**src/rtl/rv32_pkg.sv**
```systemverilog
// Shared types and constants for the rv32 multi-cycle control sequencer.
package rv32_pkg;

    typedef enum logic [2:0] {
        S_FETCH,
        S_WAIT_INSTR,
        S_EXECUTE,
        S_LOAD,
        S_WAIT_LOAD,
        S_STORE,
        S_WAIT_STORE,
        S_HALT
    } seq_state_t;

    localparam logic [1:0]  WB_ALU = 2'd0;
    localparam logic [1:0]  WB_MEM = 2'd1;
    localparam logic [1:0]  WB_PC4 = 2'd2;

    localparam logic [31:0] NOP_INSTR          = 32'h0000_0013;
    localparam logic [31:0] RESET_ADDR_DEFAULT = 32'h0000_0000;

endpackage

```
**src/rtl/core_sequencer_if.sv**
```systemverilog
// Memory bus between the sequencer (master) and the instruction/data memory (slave).
interface core_sequencer_if #(
    parameter int ADDR_WIDTH = 32
);
    logic [ADDR_WIDTH-1:0] mem_addr;
    logic                  mem_rstrb;
    logic [3:0]            mem_wmask;
    logic [31:0]           mem_rdata;
    logic                  mem_rbusy;
    logic                  mem_wbusy;

    modport master (
        output mem_addr, mem_rstrb, mem_wmask,
        input  mem_rdata, mem_rbusy, mem_wbusy
    );

    modport slave (
        input  mem_addr, mem_rstrb, mem_wmask,
        output mem_rdata, mem_rbusy, mem_wbusy
    );
endinterface

```
**src/rtl/store_mask_gen.sv**
```systemverilog
// Byte write-enable generation for SB/SH/SW from func3[1:0] and the low address bits.
module store_mask_gen (
    input  logic [1:0] size,
    input  logic [1:0] addr,
    output logic [3:0] mask,
    output logic       misaligned
);

    always_comb begin
        mask       = 4'b0000;
        misaligned = 1'b0;
        case (size)
            2'd0: mask = 4'b0001 << addr;
            2'd1: begin
                mask       = addr[1] ? 4'b1100 : 4'b0011;
                misaligned = addr[0];
            end
            2'd2: begin
                mask       = 4'b1111;
                misaligned = |addr;
            end
            default: begin
                mask       = 4'b0000;
                misaligned = 1'b0;
            end
        endcase
    end

endmodule

```
**src/rtl/core_sequencer.sv**
```systemverilog
// Multi-cycle fetch/execute/memory sequencer for the rv32 core; owns PC and instruction register.
// Optional macro RV32_MISALIGN_TRAP_EN: misaligned jump targets and stores halt with a sticky trap.
//
// state        | meaning
// -------------+-----------------------------------------------
// S_FETCH      | drive PC on the bus, pulse read strobe
// S_WAIT_INSTR | wait for instruction read, latch instr
// S_EXECUTE    | decoder valid; retire non-memory ops, update PC
// S_LOAD       | drive load address, pulse read strobe
// S_WAIT_LOAD  | wait for load data, write back, PC+4
// S_STORE      | drive store address and byte mask for one cycle
// S_WAIT_STORE | wait for write completion, PC+4
// S_HALT       | trapped; only reset leaves
module core_sequencer
    import rv32_pkg::*;
#(
    parameter int                    ADDR_WIDTH = 32,
    parameter logic [ADDR_WIDTH-1:0] RESET_ADDR = RESET_ADDR_DEFAULT[ADDR_WIDTH-1:0]
) (
    input  logic                  clk,
    input  logic                  rst,
    core_sequencer_if.master      bus,
    output logic [31:0]           instr,
    output logic [ADDR_WIDTH-1:0] pc,
    input  logic                  is_load,
    input  logic                  is_store,
    input  logic                  is_branch,
    input  logic                  is_jal,
    input  logic                  is_jalr,
    input  logic [2:0]            func3,
    input  logic                  dec_wb_en,
    input  logic                  take_branch,
    input  logic [31:0]           alu_out,
    input  logic [31:0]           imm,
    output logic                  write_back,
    output logic [1:0]            wb_sel,
    output logic                  trap
);

    seq_state_t            state_q, state_d;
    logic [ADDR_WIDTH-1:0] pc_q, pc_d;
    logic [31:0]           instr_q;

    logic [ADDR_WIDTH-1:0] pc_plus4, pc_plus_imm, jalr_tgt, raw_target;
    logic                  xfer_taken;
    logic [3:0]            st_mask;
    logic                  st_misaligned;

    logic                  rstrb_c, wb_c;
    logic [3:0]            wmask_c;
    logic                  trap_set;

    logic                  unused_func3;
    assign unused_func3 = func3[2];

    store_mask_gen u_store_mask_gen (
        .size       (func3[1:0]),
        .addr       (alu_out[1:0]),
        .mask       (st_mask),
        .misaligned (st_misaligned)
    );

    assign pc_plus4    = pc_q + ADDR_WIDTH'(4);
    assign pc_plus_imm = pc_q + imm[ADDR_WIDTH-1:0];
    assign jalr_tgt    = {alu_out[ADDR_WIDTH-1:1], 1'b0};
    assign xfer_taken  = is_jal | is_jalr | (is_branch & take_branch);
    assign raw_target  = is_jalr ? jalr_tgt : pc_plus_imm;

    always_comb begin
        state_d      = state_q;
        pc_d         = pc_q;
        rstrb_c      = 1'b0;
        wmask_c      = 4'b0000;
        wb_c         = 1'b0;
        wb_sel       = WB_ALU;
        bus.mem_addr = pc_q;
        trap_set     = 1'b0;
        case (state_q)
            S_FETCH: begin
                rstrb_c = 1'b1;
                state_d = S_WAIT_INSTR;
            end
            S_WAIT_INSTR: begin
                if (!bus.mem_rbusy) state_d = S_EXECUTE;
            end
            S_EXECUTE: begin
                if (is_load) begin
                    state_d = S_LOAD;
                end else if (is_store) begin
                    state_d = S_STORE;
                end else begin
                    if (is_jal || is_jalr) wb_sel = WB_PC4;
`ifdef RV32_MISALIGN_TRAP_EN
                    if (xfer_taken && raw_target[1]) begin
                        trap_set = 1'b1;
                        state_d  = S_HALT;
                    end else begin
                        wb_c    = dec_wb_en;
                        pc_d    = xfer_taken ? raw_target : pc_plus4;
                        state_d = S_FETCH;
                    end
`else
                    wb_c    = dec_wb_en;
                    pc_d    = xfer_taken ? (raw_target & ~ADDR_WIDTH'(3)) : pc_plus4;
                    state_d = S_FETCH;
`endif
                end
            end
            S_LOAD: begin
                bus.mem_addr = alu_out[ADDR_WIDTH-1:0];
                rstrb_c      = 1'b1;
                state_d      = S_WAIT_LOAD;
            end
            S_WAIT_LOAD: begin
                bus.mem_addr = alu_out[ADDR_WIDTH-1:0];
                wb_sel       = WB_MEM;
                if (!bus.mem_rbusy) begin
                    wb_c    = dec_wb_en;
                    pc_d    = pc_plus4;
                    state_d = S_FETCH;
                end
            end
            S_STORE: begin
                bus.mem_addr = alu_out[ADDR_WIDTH-1:0];
`ifdef RV32_MISALIGN_TRAP_EN
                if (st_misaligned) begin
                    trap_set = 1'b1;
                    state_d  = S_HALT;
                end else begin
                    wmask_c = st_mask;
                    state_d = S_WAIT_STORE;
                end
`else
                wmask_c = st_mask;
                state_d = S_WAIT_STORE;
`endif
            end
            S_WAIT_STORE: begin
                bus.mem_addr = alu_out[ADDR_WIDTH-1:0];
                if (!bus.mem_wbusy) begin
                    pc_d    = pc_plus4;
                    state_d = S_FETCH;
                end
            end
            S_HALT: begin
                state_d = S_HALT;
            end
            default: state_d = S_FETCH;
        endcase
    end

    always_ff @(posedge clk or posedge rst) begin
        if (rst) begin
            state_q <= S_FETCH;
            pc_q    <= RESET_ADDR;
            instr_q <= NOP_INSTR;
        end else begin
            state_q <= state_d;
            pc_q    <= pc_d;
            if (state_q == S_WAIT_INSTR && !bus.mem_rbusy) instr_q <= bus.mem_rdata;
        end
    end

`ifdef RV32_MISALIGN_TRAP_EN
    logic trap_q;
    always_ff @(posedge clk or posedge rst) begin
        if (rst)           trap_q <= 1'b0;
        else if (trap_set) trap_q <= 1'b1;
    end
    assign trap = trap_q;
`else
    logic unused_trap;
    assign unused_trap = trap_set | st_misaligned;
    assign trap        = 1'b0;
`endif

    // Reset gates the strobes so an abandoned transaction drops in the same cycle.
    assign bus.mem_rstrb = rstrb_c & ~rst;
    assign bus.mem_wmask = rst ? 4'b0000 : wmask_c;
    assign write_back    = wb_c & ~rst;
    assign pc            = pc_q;
    assign instr         = instr_q;

endmodule

```
**src/flat_wrapper.sv**
```systemverilog
// flat-port wrapper written by rule: the top's interface ports become plain ports
module core_sequencer_flat import rv32_pkg::*;
#(
    parameter int                    ADDR_WIDTH = 32,
    parameter logic [ADDR_WIDTH-1:0] RESET_ADDR = RESET_ADDR_DEFAULT[ADDR_WIDTH-1:0]
)
  (clk, rst, instr, pc, is_load, is_store, is_branch, is_jal, is_jalr, func3, dec_wb_en, take_branch, alu_out, imm, write_back, wb_sel, trap, bus_mem_addr, bus_mem_rstrb, bus_mem_wmask, bus_mem_rdata, bus_mem_rbusy, bus_mem_wbusy);
  core_sequencer_if #(.ADDR_WIDTH(ADDR_WIDTH)) bus_i ();
  input  logic clk;
  input  logic rst;
  output logic [31:0] instr;
  output logic [ADDR_WIDTH-1:0] pc;
  input  logic is_load;
  input  logic is_store;
  input  logic is_branch;
  input  logic is_jal;
  input  logic is_jalr;
  input  logic [2:0] func3;
  input  logic dec_wb_en;
  input  logic take_branch;
  input  logic [31:0] alu_out;
  input  logic [31:0] imm;
  output logic write_back;
  output logic [1:0] wb_sel;
  output logic trap;
  output wire logic [$bits(bus_i.mem_addr)-1:0] bus_mem_addr;
  output wire logic [$bits(bus_i.mem_rstrb)-1:0] bus_mem_rstrb;
  output wire logic [$bits(bus_i.mem_wmask)-1:0] bus_mem_wmask;
  input wire logic [$bits(bus_i.mem_rdata)-1:0] bus_mem_rdata;
  input wire logic [$bits(bus_i.mem_rbusy)-1:0] bus_mem_rbusy;
  input wire logic [$bits(bus_i.mem_wbusy)-1:0] bus_mem_wbusy;
  assign bus_mem_addr = bus_i.mem_addr;
  assign bus_mem_rstrb = bus_i.mem_rstrb;
  assign bus_mem_wmask = bus_i.mem_wmask;
  assign bus_i.mem_rdata = bus_mem_rdata;
  assign bus_i.mem_rbusy = bus_mem_rbusy;
  assign bus_i.mem_wbusy = bus_mem_wbusy;
  core_sequencer #(.ADDR_WIDTH(ADDR_WIDTH), .RESET_ADDR(RESET_ADDR)) u_core (.clk(clk), .rst(rst), .bus(bus_i), .instr(instr), .pc(pc), .is_load(is_load), .is_store(is_store), .is_branch(is_branch), .is_jal(is_jal), .is_jalr(is_jalr), .func3(func3), .dec_wb_en(dec_wb_en), .take_branch(take_branch), .alu_out(alu_out), .imm(imm), .write_back(write_back), .wb_sel(wb_sel), .trap(trap));
endmodule
```
**config.mk**
```make
export PLATFORM = sky130hd
export DESIGN_NAME = core_sequencer_flat
export DESIGN_NICKNAME = d
export VERILOG_FILES = /design/src/rtl/rv32_pkg.sv /design/src/rtl/core_sequencer_if.sv /design/src/rtl/store_mask_gen.sv /design/src/rtl/core_sequencer.sv /design/src/flat_wrapper.sv
export SDC_FILE = /design/constraint.sdc
export NUM_CORES = 1
export LEC_CHECK = 0
export ABC_AREA = 1
export CORE_MARGIN = 4
export CORE_UTILIZATION = 30
export DETAILED_ROUTE_END_ITERATION = 10
export PLACE_DENSITY = 0.58
export SYNTH_ARGS = -nofsm -noshare
export SYNTH_HDL_FRONTEND = slang
export SYNTH_SLANG_ARGS = --single-unit
export TNS_END_PERCENT = 20
```
**constraint.sdc**
```tcl
create_clock -name clk -period 3.9 [get_ports clk]
set_input_delay 0.975 -clock clk [delete_from_list [all_inputs] [get_ports clk]]
set_output_delay 0.975 -clock clk [all_outputs]
set_load 0.02 [all_outputs]
```
# After elaboration in Yosys (flattened, before gate mapping)
# Cells that the tools add are included.
dict set report op_classes {
  mux 27
  eq_ne 14
  bitwise_logic 6
  add_sub_neg 2
  shift 1
  n_reduce_logical 10
}
# cell count
set ops {}
lappend ops {{$mux W32} 7}
lappend ops {{$pmux W32 S3} 1}
lappend ops {{$add A32 B3 Y32 const B} 1}
lappend ops {{$add A32 B32 Y32} 1}
lappend ops {{$pmux W3 S8} 1}
lappend ops {{$mux W3} 5}
lappend ops {{$eq A3 B3 Y1 const B} 4}
lappend ops {{$mux W4} 3}
lappend ops {{$pmux W4 S3} 1}
lappend ops {{$ne A2 B2 Y1 const B} 5}
lappend ops {{$eq A3 B2 Y1 const B} 2}
lappend ops {{$mux W2} 3}
lappend ops {{$reduce_and A5 Y1} 1}
lappend ops {{$mux W1} 4}
lappend ops {{$pmux W2 S2} 1}
lappend ops {{$reduce_or A4 Y1} 1}
lappend ops {{$shl A1 B2 Y4 const A} 1}
lappend ops {{$and A1 B1 Y1} 3}
lappend ops {{$eq A3 B1 Y1 const B} 1}
lappend ops {{$logic_not A3 Y1} 1}
lappend ops {{$reduce_and A3 Y1} 1}
lappend ops {{$reduce_bool A3 Y1} 1}
lappend ops {{$eq A2 B1 Y1 const B} 1}
lappend ops {{$eq A2 B2 Y1 const B} 1}
lappend ops {{8 further kinds} 9}
dict set report word_totals {
  in_bits 110
  regBits 67
  out_inout_bits 105
  wordCells 63
}

# Depth between registers and ports, before layout
dict set report logic_depth {
  word_depth 6
  ltp_mapped 14
  depth_no_buf 14
}

# Cells and area by module
# Synthesis repeated with hierarchy kept, for this count alone.
dict set report hier_totals {
  hier_cells 998
  area_unflattened_um2 6434.9
}
# mod seq_area_each_um2 cells_each n_inst area_per_inst_um2
set modules_own_cells {}
lappend modules_own_cells {core_sequencer 1630.3 977 1 6301.0}
lappend modules_own_cells {store_mask_gen 0.0 21 1 133.9}

# Worst setup path after synthesis
# No wires, ideal clock.
dict set report synth_path {
  kind {in2out}
  startpoint {in rst}
  endpoint {out write_back}
  t_arrival_ns 2.854
  path_stages 3
  setup_slack_ns 0.071
  t_required_ns 2.925
  path_buffers 0
  path_cell_list {inv_1 -> nand2_1 -> a21oi_1}
}
dict set report synth_between {
  elab_chain_cells 2
}
# element line
set synth_rtl {}
lappend synth_rtl {{start: declaration} flat_wrapper.sv:10} ;# input logic rst;
lappend synth_rtl {{$not A1 Y1} core_sequencer.sv:180} ;# assign write_back = wb_c & ~rst;
lappend synth_rtl {{$and A1 B1 Y1} core_sequencer.sv:180}
lappend synth_rtl {{end: declaration} flat_wrapper.sv:23} ;# output logic write_back;
# Every way passes these cells.

# Final worst setup path
dict set report layout_path {
  startpoint {reg u_core.state_q[0]}
  endpoint {out bus_mem_addr[15]}
}
dict set report layout_between {
  elab_chain_cells 3
  word_cells_on_any_way 6
  classes_between {eq/ne (4); mux (1); reduce/logical (1)}
}
# element line
set layout_rtl {}
lappend layout_rtl {{start: declaration} core_sequencer.sv:40} ;# seq_state_t state_q, state_d;
lappend layout_rtl {{start signal: assignment} core_sequencer.sv:158} ;# state_q <= state_d;
lappend layout_rtl {{$eq A3 B2 Y1 or $eq A3 B3 Y1 (tied branches)} core_sequencer.sv:78} ;# case (state_q)
lappend layout_rtl {{$reduce_or A4 Y1 (no line) *} n/a}
lappend layout_rtl {{$mux W32 *} core_sequencer.sv:78}
lappend layout_rtl {{end: declaration} flat_wrapper.sv:26} ;# output wire logic [$bits(bus_i.mem_addr)-1:0] bus_mem_addr;
# Mark *: on every way between the ends. The rest lies on a longest branch, timed or not.

==> summary.md <==
| Metric | Value |
|---|---|
| Clock Root Buffer | `clkbuf_16` |
| # setup viols final | `0` |
| Post-synthesis xor/xnor area fraction | `less than 1%` |
| Leak pwr | `between 4 and 5 nW` |
| Yosys Warn Count | `0` |
| Setup total negative slack | `0 ps` |
| Routed via count | `roughly 7500` |
| Setup Skew | `7.22 ps` |
| Number of vias per cell | `~4.8` |
| Status | `complete, no violations` |
| First-pass GRT wire length | `roughly 38 mm` |
| Nets@finish | `1414` |
| FFs w/ async S/R, synth | `100%` |
| Data required, critical path | `between 2000 and 3000 ps` |
| Area grow syn2layout | `40.5%` |
| Die area | `approximately 24000 sq um` |
| Hold Fails Final Rpt | `0` |
| # diodes | `0` |
| CTS Buf Count | `9` |
| Relative slew slack | `between 50% and 60%` |
| Die X | `roughly 160 um` |
| Final Cycle Share | `a little over nine tenths` |
| RSZ-0062 raised after global routing | `no` |
| Initial antenna violation count | `0` |
| CP Launch Point | `u_core.state_q[0]$_DFFE_PP0P_` |
| Largest net degree at the start of global routing | `55` |
| Yosys cell types | `between 40 and 50` |
| IO Pins | `215` |
| DIE HEIGHT | `about 160 um` |
| Post-Syn Area | `about 6600 sq um` |
| Worst-Margin Slew | `between 700 and 800 ps` |
| Hold_sp | `u_core.instr[2]$_DFFE_PP0P_` |
| Clk_lat worst skew | `between 300 and 400 ps` |
| Crit path kind | `reg2out` |
| Layout cells sized above 1 | `6.41%` |
| DRT Pass-1 Iters | `5` |
| Met1 Use GR | `24.8%` |
| GRT overflow | `0` |
| Post-cts sizing count | `0` |
| Synth top area cells | `dfrtp_1, nand2_1, inv_1` |
| Std cell rows | `53` |
| Max clock buf depth | `2` |
| Hold Path Class | `reg2reg` |
| Mux cell area share after synthesis | `6.15%` |
| Clock slew at reported path FFs | `~60 ps` |
| PortBufs | `roughly 210` |
| Post CTS Setup Buffer Count | `0` |
| Main combinational cell family by area after synthesis | `simple AND/OR/NAND/NOR gates` |
| Top post-synthesis cells by count | `nand2_1, inv_1, a21oi_1` |
| Compound-Gate Fraction of Synth Area | `13.1%` |
| Min cycle time layout | `roughly 3700 ps` |
| DRT antenna net count | `0` |
| CP peak stage delay | `between 600 and 700 ps` |
| Max Cap Violations | `0` |
| Critical Path, Cell by Cell | `inv_2 -> nor2_1 -> inv_1 -> nor2_2 -> inv_2 -> nand2_1 -> nor2_4 -> buf_12 -> nor2_1 -> a21oi_1 -> clkdlybuf4s50_1` |
| Synth Flop Type | `dfrtp_1` |
| Setup crit end kind | `output port` |
| Arrival time worst endpoint | `around 2700 ps` |
| Routability cong. | `0.932` |
| Starting Density | `a little under a third` |
| Total Routing Usage GR | `between 10% and 20%` |
| Cts hold-fix bufs | `0` |
| Met2 Use GR | `32.0%` |
| Top Usage Layer GRT | `met2` |
| Total power | `about 8.4 mW` |
| Most frequent cell after synthesis | `nand2_1` |
| Fillcell total | `2246` |
| #FFs+latches synth | `65` |
| Yosys top cell area share | `a little under a quarter` |
| Synth area leader | `dfrtp_1` |
| Max Transition Viols Final | `0` |
| Sequential cell area fraction in the yosys report | `about a quarter` |
| Synth Area in Adders | `about 5.7%` |
| Core box area | `between 20000 and 25000 sq um` |
| Routed wire length per instance | `approximately 16 um` |
| Post-Synth Simple-Gate Area | `37.5%` |
| Fmax | `273 MHz` |
| Hpwl dp | `roughly 19 mm` |
| Crit Reg-Reg Startpoint | `u_core.pc[11]$_DFFE_PP0P_` |
| Sinks on Clock Net | `65` |
| Mean post-synth cell area | `between 6 and 7 sq um` |
| CP Max Fanout | `54` |
| Max rail drop VDD | `377 uV` |
| Met3 GRT Util | `between 5 and 6%` |
| Critical-path cell with the highest stage delay | `clkdlybuf4s50_1` |
| EDFF count, synth | `0` |
| Setup crit start kind | `flip-flop` |
| Residual DRC | `0` |
| Vias in the first global route | `a little over 7000` |
| Detailed Route Iter0 Violations | `approximately 340` |
| Pwr dens | `903 nW/um^2` |
| Detailed Route WL | `roughly 24 mm` |
| H-tree Lvls | `3` |
| CTS tree | `yes` |
| Syn Inst Count | `between 1000 and 1500` |
==> final timing paths <==
path	end	slack (ps)	depth (start not counted)
min	u_core.instr[2]$_DFFE_PP0P_	490	1
min in group asynchronous	u_core.state_q[2]$_DFFE_PP0P_	1190	3
min reg2reg	u_core.instr[2]$_DFFE_PP0P_	490	1
max in group asynchronous	u_core.pc[20]$_DFFE_PP0P_	2140	3
max	bus_mem_addr[15]	240	11
max reg2reg	u_core.pc[22]$_DFFE_PP0P_	1460	13
==> critical path: cells and delay by family (launching register included) <==
kind | cells | cell delay [ps]
buf+inv | 5 | 1220
simple gates | 5 | 470
flops | 1 | 410
compound gates | 1 | 240
==> layout by cell type (no fill, tap or decap), drive strengths merged, types with 5 or more instances in the layout <==
master / instances
a21oi: 98
nor2: 100
nor3: 13
clkdlybuf4s50: 208
dfrtp: 62
mux2: 36
ha: 30
buf: 9
nand3: 84
inv: 169
nand3b: 5
nand4: 16
or2: 8
o211ai: 6
o21ai: 44
nand2: 348
clkbuf: 9
==> power by group <==
group          total, mW  leakage [nW]  internal (mW)  switching (mW)
Sequential          1.54         0.776           1.03           0.509
Combinational       5.98          3.74           2.45            3.53
Clock              0.839         0.147          0.502           0.337
==> metrics by stage <==
stage / hold slack, ps / instance area (sq um) / cells / util, % / worst slack, ps
CTS: 499 / 9260 / 1554 / 43.5 / 237
floorplan: 585 / 6600 / 1076 / - / 70.5
detailed placement: 480 / 8950 / 1538 / 42.1 / 286
global route: 511 / 9260 / 1554 / 43.5 / 74.2
finish: 493 / 9260 / 1554 / 43.5 / 236
global placement: 473 / 8950 / 1538 / 42.1 / 291
==> sequential cells by signal, indices dropped and copies added, names as in the netlist <==
name / count
u_core.instr: 32
u_core.pc: 30
u_core.state_q: 3
==> cell type report <==
class / count / area [sq um] / area share [%]
Multi-Input combinational cell: 813 / 4180 / 45.2
Timing Repair Buffer: 217 / 2160 / 23.4
Tap cell: 275 / 344 / 3.72
Clock inverter: 7 / 77.6 / 0.838
Inverter: 168 / 632 / 6.83
Clock buffer: 9 / 225 / 2.43
Sequential cell: 65 / 1630 / 17.6
==> logic make-up (layout without fill, tap and decap cells) <==
logic type               Yosys count  after routing
AO/OA/AOI/OAI                    162            162
adder cells (fa/ha/maj)           30             30
flip-flops                        65             65
buffers and inverters            198            401
other                              1              3
AND/OR/NAND/NOR                  576            576
multiplexers                      36             36
XOR/XNOR                           6              6
==> per-layer routing <==
layer  wire, um  up-vias
li1           -     3852
met1      10700     3367
met2      11200      258
met3       2130       26
met4        428        0
met5          0        -
No activity file was read; power rests on OpenSTA's default activity.
